`config.mk`:
```
export PLATFORM = sky130hd
export DESIGN_NAME = buyruk_tamponu_flat
export DESIGN_NICKNAME = d
export VERILOG_FILES = /design/src/rtl/buyruk_tamponu_pkg.sv /design/src/rtl/buyruk_tamponu_if.sv /design/src/rtl/buyruk_tamponu_yarim_kelime_fifo.sv /design/src/rtl/buyruk_tamponu.sv /design/src/flat_wrapper.sv
export SDC_FILE = /design/constraint.sdc
export NUM_CORES = 1
export LEC_CHECK = 0
export BUFFER_PORTS_ARGS = -buffer_cell sky130_fd_sc_hd__buf_4
export CORE_ASPECT_RATIO = 1.5
export CORE_MARGIN = 3
export CORE_UTILIZATION = 38
export CTS_CLUSTER_SIZE = 14
export DETAILED_ROUTE_END_ITERATION = 12
export SLEW_MARGIN = 10
export SYNTH_ARGS = -nofsm -noshare
export SYNTH_HDL_FRONTEND = slang
export SYNTH_HIERARCHICAL = 1
export SYNTH_SLANG_ARGS = --single-unit
export TNS_END_PERCENT = 10
```
`constraint.sdc`:
```
create_clock -name clk_i -period 3.9 [get_ports clk_i]
set_clock_uncertainty 0.2 [all_clocks]
set_input_delay 0.39 -clock clk_i [delete_from_list [all_inputs] [get_ports clk_i]]
set_output_delay 0.39 -clock clk_i [all_outputs]
set_load 0.1 [all_outputs]
```
`src/rtl/buyruk_tamponu_pkg.sv`:
```
// Shared definitions for the instruction realignment buffer.
// Contents:
//   BUYRUK_TAM       - low two bits of a halfword that starts a 32-bit instruction
//   YARIM            - halfword width in bits
//   durum_t          - buffer state (NORMAL / HEDEF_BEKLE)
//   sikistirilmis_mi - true when a halfword starts a 16-bit compressed instruction
package buyruk_paket;

  localparam logic [1:0] BUYRUK_TAM = 2'b11;
  localparam int         YARIM      = 16;

  // HEDEF_BEKLE: a redirect landed mid-block; the next accepted block has
  // its leading halfwords dropped.
  typedef enum logic {
    NORMAL      = 1'b0,
    HEDEF_BEKLE = 1'b1
  } durum_t;

  function automatic logic sikistirilmis_mi(input logic [15:0] yarim_kelime);
    return yarim_kelime[1:0] != BUYRUK_TAM;
  endfunction

endpackage

```
`src/rtl/buyruk_tamponu_if.sv`:
```
// Bus bundle for buyruk_tamponu.
// Fetch side : getir_gecerli_i, getir_buyruk_i, getir_ps_i, getir_hazir_o
// Redirect   : ps_atladi_i, hedef_ps_i
// Decode side: buyruk_o, ps_o, sikistirilmis_o, buyruk_gecerli_o, buyruk_hazir_i
// Debug      : durum_o (FSM state), sayac_o (halfwords held)
//
// Handshake: a transfer happens on a rising clock edge where valid and ready
// are both 1. Valid never depends on ready of the same channel; ready may be
// low while valid is high and the offered data is then simply held/re-offered.
// getir_hazir_o depends only on registered occupancy.
// slave modport = the buffer, master modport = its environment.
interface buyruk_tamponu_if #(
  parameter int GETIRME_GENISLIK = 32,
  parameter int DERINLIK_YARIM   = 8
);
  localparam int SW = $clog2(DERINLIK_YARIM) + 1;

  logic                        getir_gecerli_i;
  logic [GETIRME_GENISLIK-1:0] getir_buyruk_i;
  logic [31:0]                 getir_ps_i;
  logic                        getir_hazir_o;
  logic                        ps_atladi_i;
  logic [31:0]                 hedef_ps_i;
  logic [31:0]                 buyruk_o;
  logic [31:0]                 ps_o;
  logic                        sikistirilmis_o;
  logic                        buyruk_gecerli_o;
  logic                        buyruk_hazir_i;
  logic                        durum_o;
  logic [SW-1:0]               sayac_o;

  modport slave (
    input  getir_gecerli_i, getir_buyruk_i, getir_ps_i, ps_atladi_i,
           hedef_ps_i, buyruk_hazir_i,
    output getir_hazir_o, buyruk_o, ps_o, sikistirilmis_o, buyruk_gecerli_o,
           durum_o, sayac_o
  );

  modport master (
    output getir_gecerli_i, getir_buyruk_i, getir_ps_i, ps_atladi_i,
           hedef_ps_i, buyruk_hazir_i,
    input  getir_hazir_o, buyruk_o, ps_o, sikistirilmis_o, buyruk_gecerli_o,
           durum_o, sayac_o
  );
endinterface

```
`src/rtl/buyruk_tamponu_yarim_kelime_fifo.sv`:
```
// Circular halfword store.
// Ports:
//   clk_i, rst_i (sync, active-low)
//   temizle_i   - empty the store
//   yaz_i       - write halfwords atla_i..H-1 of veri_i at the write pointer
//   veri_i      - H halfwords, halfword 0 in [15:0]
//   atla_i      - number of leading halfwords to skip on this write
//   oku_adet_i  - halfwords consumed this cycle (0, 1 or 2)
//   bas0_o/bas1_o - halfwords at head and head+1
//   sayac_o     - halfwords currently held
module yarim_kelime_fifo #(
  parameter int H              = 2,
  parameter int DERINLIK_YARIM = 8,
  parameter int AW             = $clog2(H),
  parameter int SW             = $clog2(DERINLIK_YARIM) + 1
) (
  input  logic            clk_i,
  input  logic            rst_i,
  input  logic            temizle_i,
  input  logic            yaz_i,
  input  logic [H*16-1:0] veri_i,
  input  logic [AW-1:0]   atla_i,
  input  logic [1:0]      oku_adet_i,
  output logic [15:0]     bas0_o,
  output logic [15:0]     bas1_o,
  output logic [SW-1:0]   sayac_o
);
  localparam int PW = $clog2(DERINLIK_YARIM);

  logic [15:0]   mem [DERINLIK_YARIM];
  logic [PW-1:0] oku_q, yaz_q;
  logic [SW-1:0] sayac_q;
  logic [SW-1:0] yazilan;

  assign yazilan = yaz_i ? (SW'(H) - SW'(atla_i)) : '0;

  always_ff @(posedge clk_i) begin
    if (!rst_i || temizle_i) begin
      oku_q   <= '0;
      yaz_q   <= '0;
      sayac_q <= '0;
    end else begin
      oku_q   <= oku_q + PW'(oku_adet_i);
      yaz_q   <= yaz_q + PW'(yazilan);
      sayac_q <= sayac_q + yazilan - SW'(oku_adet_i);
    end
  end

  // Skipped halfwords are compacted out: halfword i lands at yaz+(i-atla).
  // Pointer arithmetic wraps for free because the depth is a power of two.
  always_ff @(posedge clk_i) begin
    if (yaz_i) begin
      for (int i = 0; i < H; i++) begin
        if (i >= int'(atla_i))
          mem[yaz_q + PW'(i) - PW'(atla_i)] <= veri_i[i*16 +: 16];
      end
    end
  end

  assign bas0_o  = mem[oku_q];
  assign bas1_o  = mem[oku_q + PW'(1)];
  assign sayac_o = sayac_q;

endmodule

```
`src/rtl/buyruk_tamponu.sv`:
```
// Instruction realignment buffer between fetch and decode (RV32IC).
// Ports:
//   clk_i, rst_i (sync, active-low)
//   bus - buyruk_tamponu_if.slave: fetch blocks in, one 16/32-bit
//         instruction out per cycle with its PC, plus redirect strobe.
// Extraction is combinational from the head of the halfword store.
module buyruk_tamponu
  import buyruk_paket::*;
#(
  parameter int GETIRME_GENISLIK = 32,
  parameter int DERINLIK_YARIM   = 8
) (
  input  logic                clk_i,
  input  logic                rst_i,
  buyruk_tamponu_if.slave     bus
);
  localparam int H  = GETIRME_GENISLIK / YARIM;
  localparam int AW = $clog2(H);
  localparam int SW = $clog2(DERINLIK_YARIM) + 1;

  logic [15:0]   bas0, bas1;
  logic [SW-1:0] sayac;
  durum_t        durum_q, durum_d;
  logic [AW-1:0] atla_q, atla_d, atla_w;
  logic [31:0]   bas_ps_q, bas_ps_d;
  logic          sik, gecerli, push, pop, hazir;
  logic [1:0]    oku_adet;

  yarim_kelime_fifo #(
    .H(H), .DERINLIK_YARIM(DERINLIK_YARIM), .AW(AW), .SW(SW)
  ) u_fifo (
    .clk_i      (clk_i),
    .rst_i      (rst_i),
    .temizle_i  (bus.ps_atladi_i),
    .yaz_i      (push),
    .veri_i     (bus.getir_buyruk_i),
    .atla_i     (atla_w),
    .oku_adet_i (oku_adet),
    .bas0_o     (bas0),
    .bas1_o     (bas1),
    .sayac_o    (sayac)
  );

  // Room for a whole block, judged on registered occupancy only.
  assign hazir = (sayac + SW'(H)) <= SW'(DERINLIK_YARIM);

  assign sik = sikistirilmis_mi(bas0);
  // A full instruction with only its lower half present is held back.
  assign gecerli = !bus.ps_atladi_i &&
                   (sik ? (sayac != '0) : (sayac >= SW'(2)));
  assign push     = bus.getir_gecerli_i && hazir && !bus.ps_atladi_i;
  assign pop      = gecerli && bus.buyruk_hazir_i;
  assign oku_adet = pop ? (sik ? 2'd1 : 2'd2) : 2'd0;
  assign atla_w   = (durum_q == HEDEF_BEKLE) ? atla_q : '0;

  always_ff @(posedge clk_i) begin
    if (!rst_i) begin
      durum_q  <= NORMAL;
      atla_q   <= '0;
      bas_ps_q <= '0;
    end else begin
      durum_q  <= durum_d;
      atla_q   <= atla_d;
      bas_ps_q <= bas_ps_d;
    end
  end

  always_comb begin
    durum_d  = durum_q;
    atla_d   = atla_q;
    bas_ps_d = bas_ps_q;
    if (bus.ps_atladi_i) begin
      bas_ps_d = bus.hedef_ps_i;
      atla_d   = bus.hedef_ps_i[AW:1];
      durum_d  = (bus.hedef_ps_i[AW:1] != '0) ? HEDEF_BEKLE : NORMAL;
    end else begin
      if (pop)
        bas_ps_d = bas_ps_q + (sik ? 32'd2 : 32'd4);
      if (push) begin
        // After a redirect the PC is already the target; do not reload it.
        if (durum_q == HEDEF_BEKLE)
          durum_d = NORMAL;
        else if (sayac == '0)
          bas_ps_d = bus.getir_ps_i;
      end
    end
  end

  assign bus.getir_hazir_o    = hazir;
  assign bus.buyruk_gecerli_o = gecerli;
  assign bus.sikistirilmis_o  = gecerli && sik;
  assign bus.buyruk_o         = !gecerli ? 32'd0 :
                                sik ? {16'd0, bas0} : {bas1, bas0};
  assign bus.ps_o             = bas_ps_q;
  assign bus.durum_o          = durum_q;
  assign bus.sayac_o          = sayac;

endmodule

```
`src/flat_wrapper.sv`:
```
// flat-port wrapper written by rule: the top's interface ports become plain ports
module buyruk_tamponu_flat import buyruk_paket::*;
#(
  parameter int GETIRME_GENISLIK = 32,
  parameter int DERINLIK_YARIM   = 8
)
  (clk_i, rst_i, bus_getir_gecerli_i, bus_getir_buyruk_i, bus_getir_ps_i, bus_ps_atladi_i, bus_hedef_ps_i, bus_buyruk_hazir_i, bus_getir_hazir_o, bus_buyruk_o, bus_ps_o, bus_sikistirilmis_o, bus_buyruk_gecerli_o, bus_durum_o, bus_sayac_o);
  buyruk_tamponu_if #(.GETIRME_GENISLIK(GETIRME_GENISLIK), .DERINLIK_YARIM(DERINLIK_YARIM)) bus_i ();
  input  logic clk_i;
  input  logic rst_i;
  input wire logic [$bits(bus_i.getir_gecerli_i)-1:0] bus_getir_gecerli_i;
  input wire logic [$bits(bus_i.getir_buyruk_i)-1:0] bus_getir_buyruk_i;
  input wire logic [$bits(bus_i.getir_ps_i)-1:0] bus_getir_ps_i;
  input wire logic [$bits(bus_i.ps_atladi_i)-1:0] bus_ps_atladi_i;
  input wire logic [$bits(bus_i.hedef_ps_i)-1:0] bus_hedef_ps_i;
  input wire logic [$bits(bus_i.buyruk_hazir_i)-1:0] bus_buyruk_hazir_i;
  output wire logic [$bits(bus_i.getir_hazir_o)-1:0] bus_getir_hazir_o;
  output wire logic [$bits(bus_i.buyruk_o)-1:0] bus_buyruk_o;
  output wire logic [$bits(bus_i.ps_o)-1:0] bus_ps_o;
  output wire logic [$bits(bus_i.sikistirilmis_o)-1:0] bus_sikistirilmis_o;
  output wire logic [$bits(bus_i.buyruk_gecerli_o)-1:0] bus_buyruk_gecerli_o;
  output wire logic [$bits(bus_i.durum_o)-1:0] bus_durum_o;
  output wire logic [$bits(bus_i.sayac_o)-1:0] bus_sayac_o;
  assign bus_i.getir_gecerli_i = bus_getir_gecerli_i;
  assign bus_i.getir_buyruk_i = bus_getir_buyruk_i;
  assign bus_i.getir_ps_i = bus_getir_ps_i;
  assign bus_i.ps_atladi_i = bus_ps_atladi_i;
  assign bus_i.hedef_ps_i = bus_hedef_ps_i;
  assign bus_i.buyruk_hazir_i = bus_buyruk_hazir_i;
  assign bus_getir_hazir_o = bus_i.getir_hazir_o;
  assign bus_buyruk_o = bus_i.buyruk_o;
  assign bus_ps_o = bus_i.ps_o;
  assign bus_sikistirilmis_o = bus_i.sikistirilmis_o;
  assign bus_buyruk_gecerli_o = bus_i.buyruk_gecerli_o;
  assign bus_durum_o = bus_i.durum_o;
  assign bus_sayac_o = bus_i.sayac_o;
  buyruk_tamponu #(.GETIRME_GENISLIK(GETIRME_GENISLIK), .DERINLIK_YARIM(DERINLIK_YARIM)) u_core (.clk_i(clk_i), .rst_i(rst_i), .bus(bus_i));
endmodule
```
==> results.cfg <==
[status]
status = completed

[drt]
routed_wl_mm = 31.76
dr.pass1.iters = 4
drt_iter0_markers = 397
via_per_inst = 5.736
remaining_drc_errors = 0
dr_total_vias = 7727
drtAntennaViolNets = 0
wl_per_cell_um = 23.58

[critical_path]
endpoint_kind = output port
path_max_fanout = 41
startpoint_type = register
crit_type = reg -> out
crit_slowest_cell = ha_2
critPathArrivalTime_ns = 3.15
cp_top_family = multiplexers
cp_data_required_time_ns = 3.31
worstPathBufferInverterCount = 3
crit_chain = clkbuf_8 > ha_2 > buf_12 > mux4_2 > mux2_2 > and2_1 > buf_4
max_stage_delay_ns = 0.59

[power]
power_density_nw_per_um2 = 408.9
p_leak_nw = 4.586
ir_drop_mv = 0.3093

[logic_synthesis]
async_reset_ff_share_pct = 0
synth_cells = 817
yosys_most_used_dff = edfxtp_1
yosys_warnings = 6
yosysTopAreaCellShare_pct = 35.68
synth-edff-count = 128
synth_cell_type_count = 65
yosysMostFrequentCell = mux2_2
syn_area_um2 = 10770
synth_area_leaders = edfxtp_1, mux2_2, mux4_2
synth_commonest_cells = mux2_2, edfxtp_1, mux4_2
syn_nets = 937
ys_seq_area_share_pct = 43.86
synth_top_area_cell = edfxtp_1
syn_area_per_cell_um2 = 13.19
synth_seq_cells = 172

[sta]
hold_violations = 0
period_needed_ns = 3.741
period_share_pct = 95.92
final_critical_path_setup_slack_ns = 0.1590
report.final.setup_viol = 0
grt_setup_unrepaired = false
worst_slew_pin_slew_ns = 1.058
setup_tns_ns = 0
maxSlewViolCount = 0
fmax_mhz = 267.3
slew_headroom_pct = 29.47

[global_routing]
grt_max_degree = 43
grt_pass1_wl_mm = 47.78
grt.overflow.total = 0
antenna_found_initial = 0
grt_pass1_vias = 8104
globalRouteTotalUtil_pct = 20.80

[placement]
placed_area_um2 = 12630
place_hpwl_mm = 21.76
dpl.cell_count = 1315
preCtsSetupSlack_ns = 0.2682
port-buffer-count = 172
gp_congestion = 0.8074

[floorplanning]
io_pins = 173
die_h_um = 212.2
die-area_um2 = 30450
fp.coreArea_um2 = 27590
initial_core_util_pct = 39.04
num_rows = 74
die_x_um = 143.5

[final_layout]
drive_above_1_share_pct = 50.25
stdcell_count = 1347
fin_area_um2 = 13160
fin_util_pct = 47.71
nets = 1113
area_growth_syn_to_layout_pct = 22.18
n_antenna_cell = 0

[clock_network]
cts_buffers = 17
clkSinkCount = 172
cts_tree = yes
cts_setup_buffers = 0
htree_levels = 4
clkSlewWorstSetupHoldPaths_ns = 0.07
clk_path_buf_depth = 2
insertion_delay_ns = 0.42
ctsRootBufferMaster = clkbuf_16

[run]
drv_cap = 0

[worst_hold_path]
hold_path_class = in -> reg
placed cells by master, fill, tap and decap left out, types with 17 or more instances in the layout:
cell type and n:
and2_1 32, inv_1 18, a21oi_1 33, dfxtp_1 40
mux4_2 64, buf_4 209, edfxtp_1 128, xnor2_1 25
mux2_2 160, nand2_1 24, clkbuf_16 17, nor2_1 17
worst paths after layout:
kind                     startpoint                        to  slack (ns)  depth (start not counted)
max reg2reg  u_core/u_fifo/oku_q[0]  u_core/u_fifo/sayac_o[3]        0.25                         12
min reg2reg           u_core/atla_q             u_core/atla_q        0.28                          2
min               bus_hedef_ps_i[2]        u_core/bus.ps_o[2]        0.02                          3
max          u_core/u_fifo/oku_q[0]          bus_buyruk_o[26]        0.16                          7
kinds of logic after synthesis:
| logic type | after synthesis | share of synthesized area (%) |
|---|---|---|
| AOI/OAI and AO/OA | 98 | 6.272 |
| xor gates and xnor gates | 31 | 2.764 |
| adders and majority gates | 19 | 2.486 |
| buffers and inverters | 75 | 3.380 |
| DFF | 172 | 43.86 |
| muxes | 226 | 30.30 |
| and+or+nand+nor | 196 | 10.94 |
where the power goes:
| group | leakage [nW] | switching (W) | internal, W | total, W |
|---|---|---|---|---|
| Clock | 0.246 | 0.000699 | 0.000871 | 0.00157 |
| Combinational | 2.81 | 0.00113 | 0.000535 | 0.00166 |
| Sequential | 1.53 | 0.0000865 | 0.00206 | 0.00215 |
flip-flops by register name, indices dropped and copies added (netlist names):
name / cells
u_core/u_fifo/sayac_o: 4
u_core/atla_q: 1
u_core/bus.durum_o: 1
u_core/u_fifo/yaz_q: 3
u_core/bus.ps_o: 32
u_core/u_fifo/oku_q: 3
u_core/u_fifo/mem: 128
metrics by stage:
stage	hold WS, ns	total power (W)
2_1_floorplan	0.2458	0.003381
3_3_place_gp	0.2589	0.003840
3_5_place_dp	0.2686	0.003855
4_1_cts	0.0005602	0.005438
5_1_grt	0.02393	0.005598
6_report	0.02168	0.005382
final cells by class:
type,count,area (um^2)
timing repair buffer,213,1633
clock buffer,23,447.9
sequential,172,4737
tap,342,427.9
clock inverter,8,70.07
fill,2516,14430
inverter,19,71.32
multi-input combinational,570,5776
what timing repair did:
action,CTS,global route
gates cloned,0,0
setup endpoints to repair,13,10
hold buffers,1,0
gates resized for setup,1,1
endpoints found under the hold margin,1,0
pin swaps,0,0
layer usage:
metal | track usage [%] | vias to the layer above | share of wire [%]
met5 | 0 | - | 0
met4 | 5.393 | 0 | 1.7
met3 | 3.488 | 31 | 5.3
met2 | 38.14 | 230 | 53
met1 | 25.14 | 3921 | 40
li1 | - | 3545 | -
worst reg2reg max path, delay by kind of cell (launching register included):
| family | cells | cell delay (ns) |
|---|---|---|
| adders and majority gates | 2 | 0.69 |
| buffers and inverters | 1 | 0.08 |
| DFF | 1 | 0.41 |
| and+or+nand+nor | 2 | 0.25 |
| muxes | 2 | 0.86 |
| AOI/OAI and AO/OA | 5 | 1.06 |
(Power assumes the default switching activity.)
